[src/rtl/lpf_stream_if.sv]
// Bus bundle for lpf_stream: read-only frame-buffer port plus the pixel stream
// handed to the projective transform.
interface lpf_stream_if #(
    parameter int LOG_WIDTH  = 10,
    parameter int LOG_HEIGHT = 9,
    parameter int PIX_W      = 18,
    parameter int MEM_W      = 36
);
    logic                  mem_rd_req;
    logic [LOG_WIDTH-1:0]  mem_x;
    logic [LOG_HEIGHT-1:0] mem_y;
    logic                  mem_done;
    logic [MEM_W-1:0]      mem_data;

    logic                  request;
    logic                  ready;
    logic [PIX_W-1:0]      pixel;
    logic [LOG_WIDTH-1:0]  x_out;
    logic [LOG_HEIGHT-1:0] y_out;
    logic                  pixel_flag;

    modport master (
        output mem_rd_req, mem_x, mem_y, ready, pixel, x_out, y_out, pixel_flag,
        input  mem_done, mem_data, request
    );

    modport slave (
        input  mem_rd_req, mem_x, mem_y, ready, pixel, x_out, y_out, pixel_flag,
        output mem_done, mem_data, request
    );
endinterface

[src/rtl/lpf_stream.sv]
// Raster-order pixel streamer: unpacks frame-buffer words and emits one pixel per
// request, either raw, [1 2 1]/4 horizontally filtered, or as a test pattern.
module lpf_stream #(
    parameter int IMAGE_WIDTH  = 640,
    parameter int IMAGE_HEIGHT = 480,
    parameter int LOG_WIDTH    = 10,
    parameter int LOG_HEIGHT   = 9,
    parameter int CHANNELS     = 3,
    parameter int CH_W         = 6,
    parameter int PPW          = 2
) (
    input  logic         clock,
    input  logic         reset,
    input  logic         frame_flag,
    input  logic [1:0]   mode,
    lpf_stream_if.master bus
);
    localparam int PIX_W = CHANNELS * CH_W;
    localparam int MEM_W = PPW * PIX_W;
    localparam int CNT_W = $clog2(PPW + 1);
    localparam int SUM_W = CH_W + 2;

    localparam logic [2:0] IDLE  = 3'd0;
    localparam logic [2:0] STEP  = 3'd1;
    localparam logic [2:0] FETCH = 3'd2;
    localparam logic [2:0] EMIT  = 3'd3;
    localparam logic [2:0] DRAIN = 3'd4;

    localparam logic [LOG_WIDTH-1:0]  X_LAST   = LOG_WIDTH'(IMAGE_WIDTH - 1);
    localparam logic [LOG_HEIGHT-1:0] Y_LAST   = LOG_HEIGHT'(IMAGE_HEIGHT - 1);
    localparam logic [CNT_W-1:0]      CNT_FULL = CNT_W'(PPW);

    logic [2:0]            state;
    logic [1:0]            mode_reg;
    logic [LOG_WIDTH-1:0]  ox, fx, fx_nxt, tx;
    logic [LOG_HEIGHT-1:0] oy, fy, fy_nxt;
    logic [MEM_W-1:0]      wbuf;
    logic [CNT_W-1:0]      wcnt;
    logic [PIX_W-1:0]      win_l, win_c, win_r;
    logic [PIX_W-1:0]      fl, fc, fr, filt, emit_pix;
    logic [SUM_W-1:0]      sum;
    logic                  need, need_after, last_pix;

    logic                  rd_req_q, flag_q;
    logic [LOG_WIDTH-1:0]  mem_x_q, x_out_q;
    logic [LOG_HEIGHT-1:0] mem_y_q, y_out_q;
    logic [PIX_W-1:0]      pixel_q;

    // tx is the furthest column that must already sit in the window before EMIT
    always_comb begin
        tx = ox;
        if (mode_reg == 2'd1 && ox != X_LAST)
            tx = ox + LOG_WIDTH'(1);
        fx_nxt = (fx == X_LAST) ? '0 : fx + LOG_WIDTH'(1);
        fy_nxt = fy;
        if (fx == X_LAST)
            fy_nxt = (fy == Y_LAST) ? '0 : fy + LOG_HEIGHT'(1);
    end

    assign need       = (fy == oy) && (fx <= tx);
    assign need_after = (fy_nxt == oy) && (fx_nxt <= tx);
    assign last_pix   = (ox == X_LAST) && (oy == Y_LAST);

    // At row end the window has already shifted past ox: centre is r, left is c
    always_comb begin
        fl = (ox == X_LAST || ox == '0) ? win_c : win_l;
        fc = (ox == X_LAST) ? win_r : win_c;
        fr = win_r;
        filt = '0;
        sum  = '0;
        for (int unsigned ch = 0; ch < CHANNELS; ch++) begin
            sum = {2'b00, fl[ch*CH_W +: CH_W]} + {1'b0, fc[ch*CH_W +: CH_W], 1'b0}
                + {2'b00, fr[ch*CH_W +: CH_W]} + SUM_W'(2);
            filt[ch*CH_W +: CH_W] = sum[SUM_W-1:2];
        end
    end

    always_comb begin
        case (mode_reg)
            2'd1:    emit_pix = filt;
            2'd2:    emit_pix = {PIX_W{ox[3]}};
            default: emit_pix = win_r;
        endcase
    end

    always_ff @(posedge clock or posedge reset) begin
        if (reset) begin
            state    <= IDLE;
            mode_reg <= 2'd0;
            ox       <= '0;
            oy       <= '0;
            fx       <= '0;
            fy       <= '0;
            wbuf     <= '0;
            wcnt     <= '0;
            win_l    <= '0;
            win_c    <= '0;
            win_r    <= '0;
            rd_req_q <= 1'b0;
            flag_q   <= 1'b0;
            mem_x_q  <= '0;
            mem_y_q  <= '0;
            x_out_q  <= '0;
            y_out_q  <= '0;
            pixel_q  <= '0;
        end else begin
            rd_req_q <= 1'b0;
            flag_q   <= 1'b0;
            if (frame_flag) begin
                ox       <= '0;
                oy       <= '0;
                fx       <= '0;
                fy       <= '0;
                wcnt     <= '0;
                mode_reg <= mode;
                state    <= ((state == FETCH || state == DRAIN) && !bus.mem_done) ? DRAIN : IDLE;
            end else begin
                case (state)
                    IDLE: begin
                        if (bus.request)
                            state <= (mode_reg == 2'd2) ? EMIT : STEP;
                    end
                    STEP: begin
                        if (!need) begin
                            state <= EMIT;
                        end else if (wcnt == '0) begin
                            state    <= FETCH;
                            rd_req_q <= 1'b1;
                            mem_x_q  <= fx - LOG_WIDTH'(int'(fx) % PPW);
                            mem_y_q  <= fy;
                        end else begin
                            win_l <= win_c;
                            win_c <= win_r;
                            win_r <= wbuf[MEM_W-1 -: PIX_W];
                            wbuf  <= wbuf << PIX_W;
                            wcnt  <= wcnt - CNT_W'(1);
                            fx    <= fx_nxt;
                            fy    <= fy_nxt;
                            state <= need_after ? STEP : EMIT;
                        end
                    end
                    FETCH: begin
                        if (bus.mem_done) begin
                            wbuf  <= bus.mem_data;
                            wcnt  <= CNT_FULL;
                            state <= STEP;
                        end
                    end
                    EMIT: begin
                        pixel_q <= emit_pix;
                        x_out_q <= ox;
                        y_out_q <= oy;
                        flag_q  <= 1'b1;
                        if (ox == X_LAST) begin
                            ox <= '0;
                            oy <= (oy == Y_LAST) ? '0 : oy + LOG_HEIGHT'(1);
                        end else begin
                            ox <= ox + LOG_WIDTH'(1);
                        end
                        if (last_pix) begin
                            fx   <= '0;
                            fy   <= '0;
                            wcnt <= '0;
                        end
                        state <= IDLE;
                    end
                    DRAIN: begin
                        if (bus.mem_done)
                            state <= IDLE;
                    end
                    default: state <= IDLE;
                endcase
            end
        end
    end

    assign bus.ready      = (state == IDLE);
    assign bus.mem_rd_req = rd_req_q;
    assign bus.mem_x      = mem_x_q;
    assign bus.mem_y      = mem_y_q;
    assign bus.pixel      = pixel_q;
    assign bus.x_out      = x_out_q;
    assign bus.y_out      = y_out_q;
    assign bus.pixel_flag = flag_q;
endmodule

[src/flat_wrapper.sv]
// flat-port wrapper written by rule: the top's interface ports become plain ports
module lpf_stream_flat 
#(
    parameter int IMAGE_WIDTH  = 640,
    parameter int IMAGE_HEIGHT = 480,
    parameter int LOG_WIDTH    = 10,
    parameter int LOG_HEIGHT   = 9,
    parameter int CHANNELS     = 3,
    parameter int CH_W         = 6,
    parameter int PPW          = 2
)
  (clock, reset, frame_flag, mode, bus_mem_rd_req, bus_mem_x, bus_mem_y, bus_ready, bus_pixel, bus_x_out, bus_y_out, bus_pixel_flag, bus_mem_done, bus_mem_data, bus_request);
  lpf_stream_if #(.LOG_WIDTH(LOG_WIDTH), .LOG_HEIGHT(LOG_HEIGHT), .PIX_W(((3) * (6))), .MEM_W((PPW * ((3) * (6))))) bus_i ();
  input  logic clock;
  input  logic reset;
  input  logic frame_flag;
  input  logic [1:0] mode;
  output wire logic [$bits(bus_i.mem_rd_req)-1:0] bus_mem_rd_req;
  output wire logic [$bits(bus_i.mem_x)-1:0] bus_mem_x;
  output wire logic [$bits(bus_i.mem_y)-1:0] bus_mem_y;
  output wire logic [$bits(bus_i.ready)-1:0] bus_ready;
  output wire logic [$bits(bus_i.pixel)-1:0] bus_pixel;
  output wire logic [$bits(bus_i.x_out)-1:0] bus_x_out;
  output wire logic [$bits(bus_i.y_out)-1:0] bus_y_out;
  output wire logic [$bits(bus_i.pixel_flag)-1:0] bus_pixel_flag;
  input wire logic [$bits(bus_i.mem_done)-1:0] bus_mem_done;
  input wire logic [$bits(bus_i.mem_data)-1:0] bus_mem_data;
  input wire logic [$bits(bus_i.request)-1:0] bus_request;
  assign bus_mem_rd_req = bus_i.mem_rd_req;
  assign bus_mem_x = bus_i.mem_x;
  assign bus_mem_y = bus_i.mem_y;
  assign bus_ready = bus_i.ready;
  assign bus_pixel = bus_i.pixel;
  assign bus_x_out = bus_i.x_out;
  assign bus_y_out = bus_i.y_out;
  assign bus_pixel_flag = bus_i.pixel_flag;
  assign bus_i.mem_done = bus_mem_done;
  assign bus_i.mem_data = bus_mem_data;
  assign bus_i.request = bus_request;
  lpf_stream #(.IMAGE_WIDTH(IMAGE_WIDTH), .IMAGE_HEIGHT(IMAGE_HEIGHT), .LOG_WIDTH(LOG_WIDTH), .LOG_HEIGHT(LOG_HEIGHT), .CHANNELS(CHANNELS), .CH_W(CH_W), .PPW(PPW)) u_core (.clock(clock), .reset(reset), .frame_flag(frame_flag), .mode(mode), .bus(bus_i));
endmodule
[config.mk]
export PLATFORM = sky130hd
export DESIGN_NAME = lpf_stream_flat
export DESIGN_NICKNAME = d
export VERILOG_FILES = /design/src/rtl/lpf_stream_if.sv /design/src/rtl/lpf_stream.sv /design/src/flat_wrapper.sv
export SDC_FILE = /design/constraint.sdc
export NUM_CORES = 1
export LEC_CHECK = 0
export ABC_AREA = 1
export ABC_CLOCK_PERIOD_IN_PS = 9850
export BUFFER_PORTS_ARGS = -buffer_cell sky130_fd_sc_hd__buf_4
export CORE_MARGIN = 8
export CORE_UTILIZATION = 65
export CTS_CLUSTER_SIZE = 20
export DETAILED_ROUTE_END_ITERATION = 8
export GPL_TIMING_DRIVEN = 0
export PLACE_DENSITY = 0.86
export RECOVER_POWER = 25
export SLEW_MARGIN = 15
export SYNTH_ARGS = -nofsm -noshare
export SYNTH_HDL_FRONTEND = slang
export SYNTH_SLANG_ARGS = --single-unit
[constraint.sdc]
create_clock -name clock -period 9.85 [get_ports clock]
set_clock_uncertainty 0.1 [all_clocks]
set_input_delay 0.4925 -clock clock [delete_from_list [all_inputs] [get_ports clock]]
set_output_delay 0.4925 -clock clock [all_outputs]
set_load 0.05 [all_outputs]
Word level (Yosys, flattened, before mapping)
Index checks and enable logic that the tools add are counted.

operators by class
  add/subtract/negate cells = 15
  magnitude comparators = 2
  equality and inequality tests = 22
  multiplexer cells = 50
  bitwise gates (word level) = 2
  reduce and logical (&&, ||, !) cells = 24

operators by type and width
  cell                                           count
  2-to-1 mux 36 bit                              3
  2-to-1 mux 10 bit                              9
  2-to-1 mux 9 bit                               10
  one-hot mux 36 bit (2 select lines)            1
  2-to-1 mux 18 bit                              2
  one-hot mux 18 bit (2 select lines)            1
  adder 6 x 7 -> 8 bit                           3
  adder 8 x 2 -> 8 bit, second input constant    3
  adder 8 x 6 -> 8 bit                           3
  2-to-1 mux 3 bit                               7
  adder 10 x 1 -> 10 bit, second input constant  2
  equality test 10 bit, second input constant    2
  <= comparator 10 bit                           2
  one-hot mux 10 bit (2 select lines)            1
  adder 9 x 1 -> 9 bit, second input constant    2
  equality test 9 bit                            2
  equality test 9 bit, second input constant     2
  one-hot mux 9 bit (2 select lines)             1
  2-to-1 mux 2 bit                               7
  one-hot mux 3 bit (4 select lines)             1
  AND reduction 4 bit                            3
  zero test 10 bit                               1
  inequality test 10 bit, second input constant  1
  AND reduction 5 bit                            2
  other kinds (24)                               44

word-level totals
  flip-flop bits (word level) = 193
  bits of input ports = 43
  output and inout bits = 59
  logic and storage cells = 133

Depth between registers and ports, before layout
Gate-level depths: netlist (run 1).

  depth after elaboration = 10
  mapped depth = 23
  mapped depth without buffers = 23

Worst setup path after synthesis (run 1)
Ideal clock, no wire load.

  path kind = reg2reg
  start = register u_core.ox[0]
  end = register u_core.pixel_q[3] (netlist: u_core.bus.pixel[3])
  setup time = 0.118 ns
  data arrival time = 3.265 ns
  data required time = 9.632 ns
  path slack = 6.367 ns
  cell stages (with the launch flop) = 19
  buffers on the path = 1
  period minus slack after synthesis = 3.483 ns
  cell sequence = dfrtp_1 inv_1 ha_1 nand3_1 o31ai_2 clkbuf_1 o21ai_0 fa_1 inv_1 ha_1 nand2_1 a21oi_1 a211oi_1 nand2_1 or2_2 nand3_1 nand2_1 nand2_1 nand2_1

between the ends
  longest elaborated chain between the ends = 7
  elaborated cells between the ends (all ways) = 9
  those cells by class = add/sub (3); eq/ne (1); mux (3); reduce/logical (2)

RTL lines
  item                                                      RTL line                            text
  start, declared                                           lpf_stream.sv:35                    logic [LOG_WIDTH-1:0] ox, fx, fx_nxt, tx;
  start signal, assigned                                    lpf_stream.sv:158                   ox <= ox + LOG_WIDTH'(1);
  equality test 10 bit or zero test 10 bit (tied branches)  lpf_stream.sv:66, lpf_stream.sv:67
  logical OR 1 bit                                          lpf_stream.sv:66                    fl = (ox == X_LAST || ox == '0) ? win_c : win_l;
  2-to-1 mux 18 bit                                         lpf_stream.sv:66
  adder 6 x 7 -> 8 bit *                                    lpf_stream.sv:72                    sum = {2'b00, fl[ch*CH_W +: CH_W]} + {1'b0, fc[ch*CH_W +: CH_W], 1'b0}
  adder 8 x 6 -> 8 bit *                                    lpf_stream.sv:73                    + {2'b00, fr[ch*CH_W +: CH_W]} + SUM_W'(2);
  adder 8 x 2 -> 8 bit *                                    lpf_stream.sv:73
  one-hot mux 18 bit (2 select lines) *                     lpf_stream.sv:79                    case (mode_reg)
  end signal, assigned                                      lpf_stream.sv:150                   pixel_q <= emit_pix;
  end, declared                                             lpf_stream.sv:47                    logic [PIX_W-1:0] pixel_q;

Every way passes the cells marked *; elsewhere a longest branch is shown, timed or not.
A chain may end at the register's enable or synchronous reset.

Worst setup path in the final report (run 1)
  start = register u_core.ox[0]
  end = register u_core.pixel_q[4] (netlist: u_core.bus.pixel[4])

Same word-level chain as after synthesis.

==> reports/metrics.csv, run 1 <==
stage,metric,value,unit
layout,num_antenna_cells,0,
power_and_ir_drop,total_power,0.00324,W
floorplan,die_height,148,um
global_routing,grt_pass1_vias,10400,
routing,routed-via-count,10600,
timing,slew_violations,86,
routing,drt_iter0_markers,835,
floorplan,num_rows,48,
logic_synthesis,syn_area_per_cell,7.55,sq um
floorplan,coreArea,17200,sq um
logic_synthesis,yosys-top-cells-count,"471 x nand2_1, 192 x dfrtp_1, 187 x inv_1",
clocking,cts_setup_buffers,0,
clocking,htreeDepth,4,
logic_synthesis,synth_fp_nets,1609,
logic_synthesis,synth_edf_count,0,
layout,largest_reg_flops,36,
layout,regMostFlops,u_core.wbuf,
routing,wl_per_cell,16.2,um
power_and_ir_drop,p_comb_share,45.1,%
floorplan,die_w,148,um
power_and_ir_drop,p_sw_share,43.7,%
place,numPortBuffers,100,
place,gp_congestion,0.938,
logic_synthesis,ys_seq_area_share,42.2,%
floorplan,initial_core_util,66.2,%
timing,worst_slew_pin_slew,3.84,ns
place,place_hpwl,22.4,mm
logic_synthesis,yosysMostFrequentCell,nand2_1,
worst_setup_path,arrival,4.66,ns
clocking,root_buffer,clkbuf_16,
logic_synthesis,synth.distinct_cells,47,
worst_hold_path,hp-class,input pin to register,
logic_synthesis,syn_inst,1507,
timing,relSlewSlack,-157,%
routing,wirelength,30.2,mm
global_routing,overflow,0,
timing,finalHoldViolations,0,
clocking,cts-buffers-inserted,17,
logic_synthesis,synth_ff_type,dfrtp_1,
timing,period_share,44.5,%
global_routing,grt_util_all_layers,28.2,%
floorplan,io_pins,102,
worst_setup_path,crit_required,10.13,ns
worst_setup_path,end_kind,register,
layout,drive_gt1_share,10.5,%
clocking,cts_hold_buf,0,
logic_synthesis,synth_top_area_share,42.2,%
logic_synthesis,async_flop_share,100,%
clocking,clock_latency,0.44,ns
layout,fin_nets,1729,
logic_synthesis,yosys_warnings,0,
clocking,cts_tree,done,
timing,fin_crit,4.38,ns
clocking,cts_resized,0,
routing,drc,0,
routing,antenna_left,0,
global_routing,antenna_found_initial,0,
worst_setup_path,cp-start-kind,register,
power_and_ir_drop,pwr-share-seq,33.0,%
power_and_ir_drop,irDropWorstVdd,0.000162,V
logic_synthesis,synth_seq_cells,192,
logic_synthesis,yosys-top-cells-area,"dfrtp_1 42%, nand2_1 16%, o21ai_0 6.2%",
routing,vias_per_cell,5.69,
power_and_ir_drop,power_switching,0.00142,W
flow_run,cap_violations,1,
worst_setup_path,critPathMaxFanout,10,
clocking,clkTransAtPathRegs,0.07,ns
clocking,cts.path.max_buffers,2,
timing,rsz0062_at_grt,no,
logic_synthesis,synth_area_leader_cell,dfrtp_1,
layout,area_growth,14.6,%
power_and_ir_drop,p_per_area,249,nW/um^2
global_routing,grt_max_degree,108,
power_and_ir_drop,p_int,0.00183,W
timing,finalSetupViolations,0,
layout,nFillCells,1351,
global_routing,grt_pass1_wl,50.4,mm
routing,drtPass1Iterations,7,
power_and_ir_drop,leakage,6.73,nW
timing,fmax,0.228,GHz
timing,finalSetupTns,0,ns
run_status,status,"finished, violations left",
run_status,violations,"capacitance limit, slew limit",
worst_setup_path,critical_path_class,register to register,
layout,fin_util,75.9,%
floorplan,die_area,22000,sq um
clocking,numClockSinks,192,
power_and_ir_drop,pwr-share-clk,21.9,%
logic_synthesis,netlist_area,11400,sq um
-- worst paths after layout --
kind	end	from	cells past startpoint	slack, ns
max	u_core.bus.pixel[4]	u_core.ox[0]	18	5.47
min	u_core.state[2]	bus_mem_done	2	0.17
max reg2reg	u_core.bus.pixel[4]	u_core.ox[0]	18	5.47
min reg2reg	u_core.bus.mem_x[8]	u_core.bus.mem_x[8]	2	0.38
max in group asynchronous	u_core.wbuf[34]	reset	2	6.82
min in group asynchronous	u_core.bus.mem_rd_req	reset	2	1.09
-- power by group through the flow --
stage | Combinational [W] | Clock [W] | Sequential (W)
4_1_cts | 0.00146 | 0.000714 | 0.00107
2_1_floorplan | 0.000835 | 0 | 0.00129
3_5_place_dp | 0.00144 | 0 | 0.00108
5_1_grt | 0.00162 | 0.000744 | 0.00109
6_report | 0.00146 | 0.000709 | 0.00107
3_3_place_gp | 0.00140 | 0 | 0.00107
-- cells in the final DEF (no fill, tap or decap), types with 3 or more instances in the layout --
| cell | Yosys | layout |
|---|---|---|
| a21oi_1 | 54 | 54 |
| nand2_4 | 3 | 3 |
| clkbuf_16 | 0 | 17 |
| dfrtp_1 | 192 | 192 |
| buf_2 | 6 | 6 |
| a22o_1 | 3 | 3 |
| nor3_1 | 14 | 14 |
| ha_1 | 47 | 47 |
| o21ai_0 | 142 | 142 |
| a21o_1 | 3 | 3 |
| xnor2_1 | 4 | 4 |
| fa_1 | 12 | 12 |
| buf_6 | 5 | 5 |
| nor2_1 | 81 | 81 |
| a211oi_1 | 11 | 11 |
| clkbuf_1 | 44 | 47 |
| inv_6 | 0 | 4 |
| o22ai_1 | 7 | 7 |
| nor4_1 | 3 | 3 |
| inv_1 | 187 | 186 |
| buf_4 | 9 | 107 |
| nand2_1 | 471 | 471 |
| or2_2 | 4 | 4 |
| nand4_1 | 37 | 37 |
| xor2_1 | 11 | 11 |
| nand2_2 | 5 | 5 |
| o21ai_1 | 50 | 50 |
| mux2i_1 | 18 | 18 |
| nand3_1 | 60 | 60 |
-- final cells by class --
cell class	count	area, sq um	share of cell area, %
multi-input cells	1060	5530	42.5
clock buffers	20	447	3.43
clock inverters	12	151	1.16
plain buffers	66	327	2.51
inverters	189	711	5.45
flip-flops and latches	192	4800	36.9
well taps	225	282	2.16
repair buffers	101	774	5.94
-- kinds of logic after synthesis --
| logic type | share of synthesized area [%] |
|---|---|
| fa+ha+maj | 7.28 |
| other cells | 0.0330 |
| flops | 42.2 |
| simple gates | 25.6 |
| xor+xnor | 1.15 |
| compound gates | 13.0 |
| buf+inv | 9.11 |
| mux | 1.58 |
-- through the flow --
stage | cell area, sq um | hold slack, ns | setup slack [ns] | instances
5_1_grt | 13000 | 0.175 | 5.13 | 1865
4_1_cts | 13000 | 0.0582 | 5.56 | 1865
2_1_floorplan | 11400 | 0.342 | 4.03 | 1507
6_report | 13000 | 0.170 | 5.47 | 1865
3_3_place_gp | 12400 | 0.360 | 2.09 | 1832
3_5_place_dp | 12400 | 0.369 | 5.57 | 1833
-- critical path, stage by stage, from the launching register on --
cell and delay [ns]:
dfrtp_1 0.39, inv_1 0.18, ha_1 0.20, nand3_1 0.09, o31ai_2 0.72, clkbuf_1 0.45, o21ai_0 0.19, fa_1 0.50
inv_1 0.04, ha_1 0.36, a21oi_1 0.21, nor2_1 0.08, a211oi_1 0.28, nand2_1 0.12, nand2_1 0.07, nand2_1 0.04
o21ai_0 0.15, nand2_1 0.08, nand2_1 0.05
-- per-layer routing --
metal	wire length [um]	share of wire, %	vias up	global-route usage, %
met4	880	2.9	0	11.3
met2	13700	45	494	44.4
met3	2890	9.6	80	6.96
met5	0	0	-	0
met1	12800	42	4937	37.0
li1	-	-	5108	-
Power figures use the tool's default switching activity.
==> inputs of run 2 (changes only) <==
--- a/config.mk
+++ b/config.mk
@@ -5,15 +5,15 @@
 export SDC_FILE = /design/constraint.sdc
 export NUM_CORES = 1
 export LEC_CHECK = 0
-export ABC_AREA = 1
-export ABC_CLOCK_PERIOD_IN_PS = 9850
+export ABC_AREA = 0
+export ABC_CLOCK_PERIOD_IN_PS = 4200
 export BUFFER_PORTS_ARGS = -buffer_cell sky130_fd_sc_hd__buf_4
 export CORE_MARGIN = 8
-export CORE_UTILIZATION = 65
+export CORE_UTILIZATION = 61
 export CTS_CLUSTER_SIZE = 20
 export DETAILED_ROUTE_END_ITERATION = 8
 export GPL_TIMING_DRIVEN = 0
-export PLACE_DENSITY = 0.86
+export PLACE_DENSITY = 0.81
 export RECOVER_POWER = 25
 export SLEW_MARGIN = 15
 export SYNTH_ARGS = -nofsm -noshare
==> constraint.sdc (replaced) <==
create_clock -name clock -period 4.2 [get_ports clock]
set_clock_uncertainty 0.1 [all_clocks]
set_input_delay 0.21 -clock clock [delete_from_list [all_inputs] [get_ports clock]]
set_output_delay 0.21 -clock clock [all_outputs]
set_load 0.05 [all_outputs]
==> reports/metrics.csv, run 2 <==
stage,metric,value,unit,change
logic_synthesis,yosysMostFrequentCell,dfrtp_1,,
worst_hold_path,holdCritStartpoint,bus_mem_data[28],,
worst_setup_path,crit_required,4.43,ns,-5.70 ns
floorplan,coreArea,18500,sq um,+7.8%
worst_setup_path,critPathMaxFanout,6,,-4
layout,area_growth,21.7,%,
layout,largest_reg_flops,36,,unchanged
routing,vias_per_cell,6.21,,+9.1%
logic_synthesis,synth.distinct_cells,67,,+43%
power_and_ir_drop,p_per_area,577,nW/um^2,+130%
power_and_ir_drop,irDropWorstVdd,0.000439,V,+170%
floorplan,die_height,153,um,+2.9%
timing,fin_crit,4.15,ns,-0.230 ns
logic_synthesis,yosys_warnings,0,,unchanged
power_and_ir_drop,leakage,6.49,nW,-3.4%
worst_setup_path,reg2reg_depth,15,,-3
logic_synthesis,synth_top_area_share,42.2,%,about the same
worst_setup_path,ff2ff_setup_slack,0.05,ns,-5.42 ns
global_routing,grt_pass1_vias,9944,,-4.2%
layout,fin_nets,1471,,-15%
power_and_ir_drop,total_power,0.00799,W,+150%
place,dp_slack,-1.28,ns,-6.85 ns
worst_setup_path,path_cells,or3b_4 -> or3_4 -> buf_12 -> nand3_2 -> xor2_2 -> ha_4 -> and4_4 -> a211oi_1 -> o311a_1 -> a21oi_4 -> o2111ai_4 -> a21oi_4 -> buf_12 -> buf_12 -> mux2_2,,
global_routing,overflow,0,,unchanged
clocking,numClockSinks,192,,unchanged
layout,num_antenna_cells,0,,unchanged
worst_hold_path,holdPathEnd,u_core.wbuf[28],,
timing,period_share,98.8,%,+54 points
logic_synthesis,synth_seq_cells,192,,unchanged
timing,fmax,0.241,GHz,+5.6%
clocking,clock_latency,0.44,ns,about the same
timing,worst_slew_pin_slew,1.84,ns,-2.00 ns
floorplan,io_pins,102,,unchanged
worst_setup_path,r2r-start,u_core.ox[9],,
logic_synthesis,syn_inst,1201,,-20%
routing,wirelength,32.2,mm,+6.7%
clocking,cts_tree,done,,
floorplan,num_rows,50,,+4.2%
global_routing,antenna_found_initial,0,,unchanged
global_routing,grt_max_degree,38,,-65%
global_routing,grt_pass1_wl,51.0,mm,+1.2%
run_status,violations,"capacitance limit, slew limit",,
routing,drt_iter0_markers,1028,,+23%
clocking,cts.path.max_buffers,2,,unchanged
worst_setup_path,cp_common_cell,buf_12,,
worst_setup_path,slowest_stage,dfrtp_2,,
worst_setup_path,worstReg2RegEnd,u_core.wbuf[34],,
flow_run,cap_violations,3,,+2
logic_synthesis,yosys-top-cells-area,"dfrtp_1 42%, mux2_2 6.5%, nand2_1 5.8%",,
place,gp_congestion,0.960,,+2.4%
worst_setup_path,slowest_delay,0.47,ns,-0.25 ns
layout,final_cell_mix,"189 x dfrtp_1, 174 x nand2_1, 120 x buf_4",,
worst_setup_path,end_kind,register,,
logic_synthesis,syn_area_per_cell,9.48,sq um,+26%
logic_synthesis,synth_area_leader_cell,dfrtp_1,,
floorplan,die_area,23300,sq um,+5.9%
layout,layout_commonest_cell,dfrtp_1,,
logic_synthesis,netlist_area,11400,sq um,about the same
layout,layout.cells.non_filler,1616,,-13%
run_status,status,"finished, violations left",,
floorplan,initial_core_util,61.5,%,-4.8 points
timing,setup_slack,0.0494,ns,-5.42 ns
logic_synthesis,async_flop_share,100,%,unchanged
floorplan,die_w,153,um,+2.9%
place,numPortBuffers,99,,-1.0%
worst_setup_path,path_buf_inv,3,,unchanged
timing,finalSetupViolations,0,,unchanged
worst_setup_path,worst_path_dominant_cell_family,simple AND/OR/NAND/NOR gates,,
worst_setup_path,critical_path_class,register to register,,
place,dp_cells,1540,,-16%
logic_synthesis,synth_ff_type,dfrtp_1,,
routing,antenna_left,0,,unchanged
timing,relSlewSlack,-22.6,%,+130 points
routing,wl_per_cell,19.9,um,+23%
clocking,htreeDepth,4,,unchanged
logic_synthesis,ys_seq_area_share,42.2,%,about the same
logic_synthesis,synth_edf_count,0,,unchanged
routing,routed-via-count,10000,,-5.5%
routing,drtPass1Iterations,5,,-2
clocking,clkTransAtPathRegs,0.08,ns,about the same
layout,drive_gt1_share,22.2,%,+12 points
timing,finalHoldViolations,0,,unchanged
clocking,cts-buffers-inserted,17,,unchanged
worst_setup_path,cp-start-kind,register,,
layout,fin_util,74.8,%,-1.1 points
worst_hold_path,hp-class,input pin to register,,
global_routing,grt_util_all_layers,26.9,%,-1.3 points
logic_synthesis,synth_fp_nets,1303,,-19%
clocking,root_buffer,clkbuf_16,,
logic_synthesis,yosys-top-cells-count,"192 x dfrtp_1, 176 x nand2_1, 98 x o21ai_0",,
routing,drc,0,,unchanged
layout,regMostFlops,u_core.wbuf,,
worst_hold_path,worstHoldPathCells,4,,+2
timing,slew_violations,104,,+21%
worst_setup_path,arrival,4.38,ns,-0.28 ns
place,place_hpwl,22.3,mm,-0.51%
[run 2: changes by cell type in the layout (fill, tap and decap cells not counted), moves of 15 or more]
cell,before,now
inv_1,186,77
a21oi_1,54,39
xor2_1,11,26
dlygate4sd3_1,0,26
nand4_1,37,11
nand2_1,471,174
mux2_2,0,66
o21ai_1,50,1
mux2i_1,18,48
a31oi_1,2,17
nor2_1,81,51
o21ai_0,142,97
nand3_1,60,43
[run 2: logic make-up (layout without fill, tap and decap cells)]
family | count (synthesis) | after routing | share of synthesized area (%)
adder cells (fa/ha/maj) | 59 | 59 | 7.28
multiplexers | 128 | 128 | 12.4
buffers and inverters | 156 | 337 | 5.65
XOR/XNOR | 46 | 46 | 3.54
flip-flops | 192 | 192 | 42.2
AO/OA/AOI/OAI | 232 | 232 | 12.8
AND/OR/NAND/NOR | 387 | 387 | 16.0
other | 1 | 1 | 0.0329
[run 2: routing by layer]
layer	global-route usage, %	wire, um
met1	31.7	12600
met3	5.45	2620
met5	0	0
met2	45.9	15500
met4	14.0	1490
[run 2: worst max path at each step]
stage	to	depth (start not counted)	start	slack (ns)
after CTS	u_core.win_l[11]	16	u_core.ox[8]	0.005
after detailed placement	u_core.bus.pixel[16]	13	u_core.ox[3]	-1.28
after floorplan	u_core.bus.pixel[10]	15	u_core.ox[8]	0.03
after global routing	u_core.wbuf[5]	15	u_core.ox[2]	-0.12
after global placement	u_core.bus.pixel[13]	15	u_core.ox[3]	-1.18
final	u_core.wbuf[34]	15	u_core.ox[9]	0.05
[run 2: tightest hold or removal path: stages]
cell     delay, ns
buf_4         0.08
nand2_1       0.03
o21ai_0       0.06
mux2_4        0.14
[run 2: final cells by class]
class,instances,area [sq um]
timing repair buffer,157,1310
clock buffer,18,439
multi-input combinational,853,6150
clock inverter,14,121
sequential,192,4810
tap,234,293
inverter,79,298
fill,1291,4670
buffer,69,423
[run 2: power breakdown]
group | internal [W] | switching (W)
clock | 0.000795 | 0.000790
sequential | 0.00225 | 0.000328
combinational | 0.00159 | 0.00223
total | 0.00464 | 0.00335
[run 2: stage by stage]
| stage | instance area, sq um | hold WS, ns | TNS [ns] |
|---|---|---|---|
| 2_1_floorplan | 11400 | 0.180 | 0 |
| 3_3_place_gp | 12400 | 0.319 | -96.08 |
| 3_5_place_dp | 12600 | 0.165 | -111.18 |
| 4_1_cts | 13600 | 0.00103 | 0 |
| 5_1_grt | 13800 | 0.0170 | -1.83 |
| 6_report | 13800 | 0.00894 | 0 |
[run 2: what timing repair did]
action                                  4_1_cts  5_1_grt
resized for setup                            47       36
hold buffers                                 26        0
setup buffers                                11       14
gates cloned                                  0        1
hold endpoints to repair                     40        0
endpoints found under the setup margin      150      136
pin swaps                                     8       11
==> inputs of run 3 (changes only) <==
--- a/config.mk
+++ b/config.mk
@@ -5,7 +5,7 @@
 export SDC_FILE = /design/constraint.sdc
 export NUM_CORES = 1
 export LEC_CHECK = 0
-export ABC_AREA = 0
+export ABC_AREA = 1
 export ABC_CLOCK_PERIOD_IN_PS = 4200
 export BUFFER_PORTS_ARGS = -buffer_cell sky130_fd_sc_hd__buf_4
 export CORE_MARGIN = 8
==> reports/metrics.csv, run 3 (synthesized netlist as in run 1, its figures left out) <==
stage,metric,value,unit,change
run_status,status,"finished, violations left",,
run_status,violations,"capacitance limit, slew limit",,
global_routing,grt_pass1_wl,51.3,mm,+0.69%
power_and_ir_drop,p_per_area,565,nW/um^2,-2.1%
layout,area_growth,18.1,%,
power_and_ir_drop,irDropWorstVdd,0.000390,V,-11%
worst_hold_path,hp-class,input pin to register,,
clocking,numClockSinks,192,,unchanged
place,dp_cells,1846,,+20%
layout,largest_reg_flops,36,,unchanged
clocking,clkTransAtPathRegs,0.07,ns,about the same
floorplan,num_rows,50,,unchanged
worst_setup_path,slowest_stage,clkbuf_1,,
clocking,clock_latency,0.44,ns,about the same
floorplan,die_height,153,um,about the same
routing,drtPass1Iterations,7,,+2
floorplan,die_w,153,um,about the same
place,post_dp_cell_area,12500,sq um,-0.31%
power_and_ir_drop,leakage,6.86,nW,+5.7%
floorplan,coreArea,18500,sq um,unchanged
worst_setup_path,critical_path_class,register to register,,
flow_run,cap_violations,3,,unchanged
timing,finalSetupViolations,0,,unchanged
timing,fmax,0.254,GHz,+5.2%
worst_setup_path,arrival,4.18,ns,-0.20 ns
place,place_hpwl,22.8,mm,+2.2%
timing,fin_crit,3.94,ns,-0.206 ns
clocking,htreeDepth,4,,unchanged
routing,antenna_left,0,,unchanged
floorplan,die_area,23300,sq um,about the same
layout,fin_nets,1773,,+21%
global_routing,antenna_found_initial,0,,unchanged
timing,finalHoldViolations,0,,unchanged
layout,layout.cells.non_filler,1917,,+19%
place,gp_congestion,0.935,,-2.6%
clocking,cts.path.max_buffers,2,,unchanged
routing,routed-via-count,10600,,+5.5%
global_routing,grt_max_degree,38,,unchanged
clocking,cts_tree,done,,
layout,final_cell_mix,"471 x nand2_1, 192 x dfrtp_1, 186 x inv_1",,
timing,rsz0062_at_grt,no,,
layout,final_cell_area,13400,sq um,-3.0%
floorplan,io_pins,102,,unchanged
routing,vias_per_cell,5.52,,-11%
worst_setup_path,critPathMaxFanout,10,,+4
layout,num_antenna_cells,0,,unchanged
timing,worst_slew_pin_slew,1.90,ns,+0.0647 ns
floorplan,initial_core_util,61.4,%,about the same
worst_setup_path,slowest_delay,0.38,ns,-0.09 ns
clocking,cts-buffers-inserted,17,,unchanged
timing,relSlewSlack,-26.9,%,-4.3 points
layout,drive_gt1_share,10.0,%,-12 points
layout,layout_commonest_cell,nand2_1,,
global_routing,overflow,0,,unchanged
timing,slew_violations,73,,-30%
global_routing,grt_pass1_vias,10200,,+3.1%
worst_setup_path,end_kind,register,,
routing,wl_per_cell,16.1,um,-19%
layout,regMostFlops,u_core.wbuf,,
timing,finalSetupTns,0,ns,unchanged
worst_setup_path,cp-start-kind,register,,
routing,drt_iter0_markers,879,,-14%
timing,period_share,93.9,%,-4.9 points
worst_setup_path,crit_required,4.43,ns,about the same
worst_setup_path,worst_path_dominant_cell_family,simple AND/OR/NAND/NOR gates,,
place,numPortBuffers,100,,+1.0%
routing,drc,0,,unchanged
routing,wirelength,30.9,mm,-4.3%
worst_setup_path,path_buf_inv,2,,-1
global_routing,grt_util_all_layers,26.8,%,-0.17 points
clocking,root_buffer,clkbuf_16,,
worst_setup_path,path_cells,ha_2 -> nand3_2 -> nor2_4 -> nand2_4 -> nand2_4 -> clkbuf_1 -> nand2_1 -> o21ai_0 -> ha_1 -> a21oi_1 -> nor2_1 -> a211oi_1 -> nand3_1 -> nand2_2 -> nand2_2 -> nand2_2 -> nand3_4 -> buf_4 -> nand2_1 -> nand2_1,,
run 3: changes by cell type in the layout (fill, tap and decap cells not counted), sizes merged, moves of 13 or more:
cell,change
buf,-39
xor2,-18
nor2,+32
a31oi,-15
inv,+110
and3,-14
nand3,+15
o21ai,+94
nand4,+27
nand2,+303
mux2i,-32
mux2,-78
xnor2,-13
dlygate4sd3,+13
run 3: layout make-up:
type                       instances  area (sq um)
sequential                       192          4800
tap                              234           293
fill                            1465          5080
timing repair buffer             145          1170
buffer                            66           333
clock inverter                    13           145
multi-input combinational       1060          5550
clock buffer                      18           429
inverter                         189           711
run 3: per-layer routing:
metal  up-vias  GRT usage (%)  part of all wire [%]
li1       5191              -                     -
met1      4914           35.5                    44
met2       426           43.3                    46
met3        53           6.35                   8.6
met4         0           7.16                   1.8
met5         -              0                     0
run 3: metrics by stage:
stage | hold WS, ns | util [%] | setup WS, ns | power [W]
detailed placement | 0.290 | 67.6 | -0.144 | 0.00594
global route | 0.0210 | 72.6 | 0.0174 | 0.00810
global placement | 0.328 | 67.1 | -0.0497 | 0.00583
finish | 0.0110 | 72.6 | 0.255 | 0.00759
CTS | 0.00211 | 72.9 | 0.0203 | 0.00759
floorplan | 0.219 | - | 0.717 | 0.00499
run 3: where the power goes:
group / leakage [nW] / switching [W] / total (W) / internal [W]
Clock: 0.281 / 0.000779 / 0.00162 / 0.000842
Combinational: 3.96 / 0.00232 / 0.00346 / 0.00113
Sequential: 2.63 / 0.000260 / 0.00252 / 0.00226
run 3: final timing paths:
check	from	end	slack (ns)	cells after the start
setup / recovery	u_core.ox[0]	u_core.fy[0]	0.26	20
hold / removal	bus_mem_data[34]	u_core.wbuf[34]	0.01	3
setup reg to reg	u_core.ox[0]	u_core.fy[0]	0.26	20
hold reg to reg	u_core.wcnt[1]	u_core.wcnt[1]	0.37	2
max in group asynchronous	reset	u_core.fr[12]	0.98	6
min in group asynchronous	reset	u_core.bus.mem_x[3]	0.57	3
run 3: repair_timing:
action,in CTS,in global routing
hold buffers,39,0
buffers inserted,0,1
endpoints found under the hold margin,69,0
gates cloned,0,0
endpoints found under the setup margin,5,46
pin swaps,0,1
gates resized for setup,1,13
run 3: worst min-delay path, cell delays in order:
cell and delay, ns:
buf_4 0.08, mux2i_1 0.07, o21ai_1 0.15
